$ cat src/rtl/rf_wr_sched_pkg.sv
// Shared sizing defaults and helpers for the register-file write scheduler.
package rf_wr_sched_pkg;

  localparam int RF_DW   = 16;
  localparam int RF_NREG = 8;
  localparam int RF_AW   = 3;
  localparam int RF_NREQ = 2;

  // Round-robin successor of requester g among n requesters.
  function automatic int rr_next(input int g, input int n);
    return (g + 1 >= n) ? 0 : g + 1;
  endfunction

endpackage

$ cat src/rtl/rf_wr_sched_rr_arbiter.sv
// Combinational round-robin arbiter: grants the first requester at or after ptr.
module rf_wr_sched_rr_arbiter #(
  parameter int NREQ = 2,
  parameter int PW   = 1
) (
  input  logic [NREQ-1:0] req,
  input  logic [PW-1:0]   ptr,
  output logic [NREQ-1:0] gnt
);

  always_comb begin
    logic found;
    gnt   = '0;
    found = 1'b0;
    for (int k = 0; k < NREQ; k++) begin
      for (int i = 0; i < NREQ; i++) begin
        if (!found && req[i] && (i == (int'(ptr) + k) % NREQ)) begin
          gnt[i] = 1'b1;
          found  = 1'b1;
        end
      end
    end
  end

endmodule

$ cat src/rtl/rf_wr_sched.sv
// Write-port scheduler for the clock-enabled register file: arbitrates requesters,
// registers a one-hot clk_en plus shared D bus, and tracks pending writes.
module rf_wr_sched
  import rf_wr_sched_pkg::*;
#(
  parameter int DW   = RF_DW,
  parameter int NREG = RF_NREG,
  parameter int AW   = RF_AW,
  parameter int NREQ = RF_NREQ
) (
  input  logic               clk_n,
  input  logic               rst_n,
  input  logic               sched_en,
  input  logic [NREQ-1:0]    req_valid,
  input  logic [NREQ*AW-1:0] req_addr,
  input  logic [NREQ*DW-1:0] req_data,
  output logic [NREQ-1:0]    req_ready,
  output logic [NREG-1:0]    rf_clk_en,
  output logic [DW-1:0]      rf_d,
  output logic [NREG-1:0]    pend,
  output logic               err_oor
);

  localparam int PW = (NREQ > 2) ? 2 : 1;

  logic [PW-1:0]   r_ptr;
  logic [NREG-1:0] r_clk_en;
  logic [DW-1:0]   r_d;
  logic [NREG-1:0] r_pend;
  logic            r_err;

  logic [NREQ-1:0] w_gnt;
  logic [NREQ-1:0] w_ready;
  logic            w_xfer;
  logic [PW-1:0]   w_gidx;
  logic [PW-1:0]   w_ptr_nxt;
  logic [AW-1:0]   w_addr;
  logic [DW-1:0]   w_data;
  logic            w_in_range;
  logic [NREG-1:0] w_set;

  rf_wr_sched_rr_arbiter #(
    .NREQ (NREQ),
    .PW   (PW)
  ) u_arb (
    .req (req_valid),
    .ptr (r_ptr),
    .gnt (w_gnt)
  );

  // Reset is folded into ready so nothing is accepted while rst_n is low.
  assign w_ready = w_gnt & {NREQ{sched_en & rst_n}};
  assign w_xfer  = |w_ready;

  always_comb begin
    w_gidx = '0;
    w_addr = '0;
    w_data = '0;
    for (int i = 0; i < NREQ; i++) begin
      if (w_ready[i]) begin
        w_gidx = PW'(i);
        w_addr = req_addr[i*AW +: AW];
        w_data = req_data[i*DW +: DW];
      end
    end
  end

  assign w_in_range = (int'(w_addr) < NREG);
  assign w_ptr_nxt  = PW'(rr_next(int'(w_gidx), NREQ));

  always_comb begin
    w_set = '0;
    for (int k = 0; k < NREG; k++) begin
      if (w_xfer && w_in_range && (int'(w_addr) == k)) begin
        w_set[k] = 1'b1;
      end
    end
  end

  always_ff @(posedge clk_n) begin
    if (!rst_n) begin
      r_ptr    <= '0;
      r_clk_en <= '0;
      r_d      <= '0;
      r_pend   <= '0;
      r_err    <= 1'b0;
    end else begin
      r_clk_en <= w_set;
      r_err    <= w_xfer & ~w_in_range;
      // A write retiring this cycle clears its bit unless a new one to the same reg lands.
      r_pend   <= (r_pend & ~r_clk_en) | w_set;
      if (w_xfer) begin
        r_d   <= w_data;
        r_ptr <= w_ptr_nxt;
      end
    end
  end

  assign req_ready = w_ready;
  assign rf_clk_en = r_clk_en;
  assign rf_d      = r_d;
  assign pend      = r_pend;
  assign err_oor   = r_err;

endmodule

$ cat config.mk
export PLATFORM = sky130hd
export DESIGN_NAME = rf_wr_sched
export DESIGN_NICKNAME = d
export VERILOG_FILES = /design/src/rtl/rf_wr_sched_pkg.sv /design/src/rtl/rf_wr_sched_rr_arbiter.sv /design/src/rtl/rf_wr_sched.sv
export SDC_FILE = /design/constraint.sdc
export NUM_CORES = 1
export LEC_CHECK = 0
export CAP_MARGIN = 20
export CORE_ASPECT_RATIO = 0.7
export CORE_MARGIN = 5
export CORE_UTILIZATION = 41
export CTS_BUF_LIST = sky130_fd_sc_hd__clkbuf_4 sky130_fd_sc_hd__clkbuf_8
export CTS_CLUSTER_SIZE = 14
export DETAILED_ROUTE_END_ITERATION = 6
export GPL_ROUTABILITY_DRIVEN = 1
export GPL_TIMING_DRIVEN = 1
export PLACE_DENSITY = 0.82
export SLEW_MARGIN = 20
export SYNTH_ARGS = -nofsm -noshare
export SYNTH_HDL_FRONTEND = slang
export SYNTH_SLANG_ARGS = --single-unit
$ cat constraint.sdc
create_clock -name clk_n -period 1.4 [get_ports clk_n]
set_input_delay 0.14 -clock clk_n [delete_from_list [all_inputs] [get_ports clk_n]]
set_output_delay 0.14 -clock clk_n [all_outputs]
set_load 0.02 [all_outputs]
# Word level (Yosys, flattened, before mapping)
# Cells that the tools add are included.
dict set report totals {
  regBits 33
  inputBits 43
  out_inout_bits 35
  wordCells 63
}
dict set report op_classes {
  add_sub_neg 2
  n_lt_le_gt_ge 1
  eq_ne 8
  muxes 20
  bitwise_logic 6
  reduce_logical 22
}
# op count
set op_table {}
lappend op_table {{$logic_not A32 Y1} 2}
lappend op_table {{$mux W16} 2}
lappend op_table {{$mux W1} 16}
lappend op_table {{$logic_and A1 B1 Y1} 15}
lappend op_table {{$eq A3 B3 Y1 const B} 4}
lappend op_table {{$and A8 B8 Y8} 1}
lappend op_table {{$not A8 Y8} 1}
lappend op_table {{$or A8 B8 Y8} 1}
lappend op_table {{$eq A3 B2 Y1 const B} 2}
lappend op_table {{$mux W3} 2}
lappend op_table {{$eq A3 B1 Y1 const B} 1}
lappend op_table {{$logic_not A1 Y1} 3}
lappend op_table {{$logic_not A3 Y1} 1}
lappend op_table {{$add A1 B1 Y2 const B} 1}
lappend op_table {{$and A2 B2 Y2} 1}
lappend op_table {{$eq A2 B2 Y1 const A} 1}
lappend op_table {{$ge A2 B2 Y1 const B} 1}
lappend op_table {{$reduce_or A2 Y1} 1}
lappend op_table {{$add A1 B1 Y1 const B} 1}
lappend op_table {{$and A1 B1 Y1} 1}
lappend op_table {{$and A1 B1 Y1 const A} 1}

# Logic depth before layout (Yosys ltp)
dict set report logic_depth {
  depth_word 22
  mapped_depth 6
  depth_no_buf 3
}

# Modules after synthesis
# A second synthesis with hierarchy kept.
dict set report unflattened {
  hier_cells 178
  area_unflattened_um2 1522.7
}
# mod n_inst cells_each area_per_inst_um2
set modules_own_cells {}
lappend modules_own_cells {rf_wr_sched 1 175 1503.9}
lappend modules_own_cells {rf_wr_sched_rr_arbiter 1 3 18.8}

# Least setup slack after synthesis
# No wires, ideal clock.
dict set report synth_path {
  kind {register -> output}
  from {register r_ptr}
  to {output port req_ready[1]}
  arrival_ns 1.101
  slack_ns 0.159
  stages_incl_launch_ff 6
  n_path_buf 2
  cell_sequence {dfxtp_1 > nand2b_1 > nand3_1 > buf_2 > inv_2 > buf_4}
}
dict set report synth_via {
  elab_chain_len 16
  word_cells_on_any_way 21
  classes_between {add/sub (1); eq/ne (1); mux (5); bitwise (2); reduce/logical (12)}
}
# element line_no
set synth_rtl {}
lappend synth_rtl {{start, declared} rf_wr_sched.sv:26} ;# logic [PW-1:0] r_ptr;
lappend synth_rtl {{start signal, assigned} rf_wr_sched.sv:94} ;# r_ptr <= w_ptr_nxt;
lappend synth_rtl {{$logic_not A32 Y1} rf_wr_sched_rr_arbiter.sv:17} ;# if (!found && req[i] && (i == (int'(ptr) + k) % NREQ)) begin
lappend synth_rtl {{$logic_and A1 B1 Y1} rf_wr_sched_rr_arbiter.sv:17}
lappend synth_rtl {{$mux W1} rf_wr_sched_rr_arbiter.sv:17}
lappend synth_rtl {{$logic_not A1 Y1} rf_wr_sched_rr_arbiter.sv:17}
lappend synth_rtl {{$logic_and A1 B1 Y1 (2 in series)} rf_wr_sched_rr_arbiter.sv:17}
lappend synth_rtl {{$mux W1} rf_wr_sched_rr_arbiter.sv:17}
lappend synth_rtl {{$logic_not A1 Y1} rf_wr_sched_rr_arbiter.sv:17}
lappend synth_rtl {{$logic_and A1 B1 Y1 (2 in series)} rf_wr_sched_rr_arbiter.sv:17}
lappend synth_rtl {{$mux W1} rf_wr_sched_rr_arbiter.sv:17}
lappend synth_rtl {{$logic_not A1 Y1} rf_wr_sched_rr_arbiter.sv:17}
lappend synth_rtl {{$logic_and A1 B1 Y1 (2 in series)} rf_wr_sched_rr_arbiter.sv:17}
lappend synth_rtl {{$mux W1 (*)} rf_wr_sched_rr_arbiter.sv:17}
lappend synth_rtl {{$and A2 B2 Y2 (*)} rf_wr_sched.sv:52} ;# assign w_ready = w_gnt & {NREQ{sched_en & rst_n}};
lappend synth_rtl {{end, declared} rf_wr_sched.sv:17} ;# output logic [NREQ-1:0] req_ready,
# Mark *: on every way between the ends. The rest lies on a longest branch, timed or not.

# Final worst setup path
dict set report layout_path {
  from {register r_pend[7] (netlist: pend[7])}
  to {output port pend[7]}
}
# element line_no
set layout_lines {}
lappend layout_lines {{start, declared} rf_wr_sched.sv:29} ;# logic [NREG-1:0] r_pend;
lappend layout_lines {{start signal, assigned} rf_wr_sched.sv:91} ;# r_pend <= (r_pend & ~r_clk_en) | w_set;
lappend layout_lines {{end, declared} rf_wr_sched.sv:20} ;# output logic [NREG-1:0] pend,
# No word-level cell between the ends.

==> run_results.csv <==
group,metric,value,unit
routing,wirelength,5150,um
yosys,yosys-top-cells-area,"dfxtp_1 43%, o31ai_1 7.9%, nand4_1 7.0%",
layout,layout_commonest_cell,"clkdlybuf4s50_1",
routing,via_count,1712,
worst_setup_path,required,1.26,ns
global_route,grt_pass1_wl,8010,um
sta,setup_slack,0.0234,ns
layout,drive_above_1_share,17.5,%
outcome,run_status,"complete, no violations",
layout,diodes,0,
floorplanning,start_util,42.7,%
placed_design,portBuffers,76,
sta,drv_slew,0,
floorplanning,die_height,60.9,um
global_route,grt_pass1_vias,1740,
floorplanning,die_w,82.8,um
sta,setup_viol_count_final,0,
worst_setup_path,crit_chain,"clkdlybuf4s50_1",
yosys,syn_inst,163,
worst_setup_path,cp_slowest_cell,"clkdlybuf4s50_1",
yosys,mappedNetlistArea,0.00152,mm2
layout,layout_common_cells,"54 x clkdlybuf4s50_1, 33 x dfxtp_1, 22 x buf_4",
clocking,hold_buffers,0,
placed_design,gp_congestion,0.834,
worst_setup_path,end_kind,"primary output",
yosys,yosysTopAreaCell,"dfxtp_1",
clocking,cts_sinks,33,
yosys,yosysTopAreaCellShare,43.5,%
power,p_leak,1.22,nW
worst_setup_path,crit_family,"buffers and inverters",
floorplanning,rows,18,
yosys,synthArstFlopShare,0,%
routing,post_drt_via_cell_ratio,5.67,
routing,drt.antenna.violating_nets,0,
routing,wire_per_inst,17.0,um
layout,finalNetCount,294,
run,maxCapViolCount,0,
sta,skew,0.00595,ns
worst_setup_path,worstSetupPathType,"reg2out",
layout,area_growth,67.8,%
global_route,grt_max_degree,25,
clocking,clockRootBuffer,"clkbuf_8",
clocking,numCtsBuffers,5,
worst_setup_path,worstRegToRegCells,5,
floorplanning,ios,78,
floorplanning,die-area,0.00505,mm2
placed_design,dp_hpwl,3790,um
floorplanning,core_area,0.00356,mm2
power,peakVddDrop,673,uV
clocking,cts_setup_buffers,0,
power,power_density,868,mW/mm2
yosys,synth-main-ff-cell,"dfxtp_1",
hold_path,hold_depth,3,
sta,fin_crit_sh,98.3,%
global_route,track_usage,20.9,%
worst_setup_path,crit_cells,1,
placed_design,dp_slack,-0.386,ns
sta,fmaxAchievable,0.726,GHz
clocking,cts_tree,"yes",
yosys,yosys.cell_types.count,28,
sta,post-route-min-period,1.38,ns
yosys,synth.yosys.seq_area_share,43.5,%
routing,drt_iter0_markers,131,
worst_setup_path,slowest_delay,0.61,ns
clocking,cts_max_level,2,
worst_setup_path,cp_max_fo,2,
clocking,insertion_delay,0.28,ns
yosys,synth-seq-cells,33,
yosys,synth_nets,206,
routing,drc,0,
worst_setup_path,crit_buf_inv,1,
clocking,clockBufferDepth,2,
hold_path,hold_path_class,"in2reg",
power,power,2.21,mW
yosys,synth_warnings,0,
routing,detail_route.first_pass.iterations,4,
global_route,gr-total-overflow,0,
global_route,antenna_found_initial,0,
yosys,syn_area_per_cell,9.33,um2
worst_setup_path,crit_path_start_kind,"flop",
clocking,cts.clk_slew.worst_paths,0.06,ns
worst_setup_path,crit_arrival,1.24,ns
sta,hold_viol,0,
yosys,synth_edf_count,0,
sta,rsz0062_at_grt,"true",
-- worst paths after layout --
| path | slack [ns] | end | startpoint |
|---|---|---|---|
| max reg2reg | 0.16 | rf_d[11] | r_ptr |
| max | 0.02 | pend[7] | pend[7] |
| min reg2reg | 0.49 | rf_d[3] | rf_d[3] |
| min | 0.46 | rf_d[3] | req_data[3] |
-- routing by layer --
metal	share of wire, %	routed length [um]	GRT usage [%]
met2	43	2220	29.8
met3	9.3	478	5.34
met4	0.99	51	7.69
met5	0	0	0
met1	47	2400	30.4
-- final cells by class --
class,count,area (um2)
multi-input cells,112,772
clock buffers,6,76.3
clock inverters,2,10.0
flip-flops and latches,33,661
well taps,50,62.6
inverters,1,3.75
repair buffers,98,966
fillers,281,1010
-- cells in the mapped netlist, types with 2 or more instances --
cell type   n
o31ai_1    16
nand2b_1    5
nand2_1     4
o21ai_0    16
buf_4       4
a31oi_1    16
o22ai_1     8
dfxtp_1    33
clkbuf_1    8
o221ai_2    4
nor2b_1     2
buf_2       4
nand4_1    17
nand3b_1    8
o221ai_1    4
or2_2       2
-- state kept, by name, indices dropped and copies added (netlist names) --
signal	cells
pend	8
r_ptr	1
rf_clk_en	8
rf_d	16
-- what timing repair did --
| action | 4_1_cts | 5_1_grt |
|---|---|---|
| endpoints found under the hold margin | 0 | 0 |
| cloned | 0 | 0 |
| gates resized for setup | 8 | 22 |
| endpoints found under the setup margin | 2 | 31 |
-- stage by stage --
step / TNS [ns] / hold WS [ns] / instances / instance area [um2] / utilization [%]
6_report: 0 / 0.458 / 302 / 2550 / 71.7
3_3_place_gp: -5.62 / 0.475 / 294 / 2420 / 67.9
4_1_cts: 0 / 0.460 / 302 / 2490 / 70.1
3_5_place_dp: -5.96 / 0.487 / 294 / 2420 / 67.9
2_1_floorplan: 0 / 0.325 / 163 / 1520 / -
5_1_grt: -0.0243 / 0.473 / 302 / 2550 / 71.7
-- where the power goes --
part / switching [mW] / leakage, nW / internal, mW
Sequential: 0.0202 / 0.269 / 0.980
Combinational: 0.245 / 0.907 / 0.262
Clock: 0.344 / 0.0484 / 0.364
-- cell families after synthesis --
family                 after synthesis  synth area share, %
AND/OR/NAND/NOR                     44                 18.4
buffers and inverters               18                 6.26
AO/OA/AOI/OAI                       67                 31.6
flip-flops                          33                 43.5
other                                1                0.247
No activity file was read; power rests on OpenSTA's default activity.
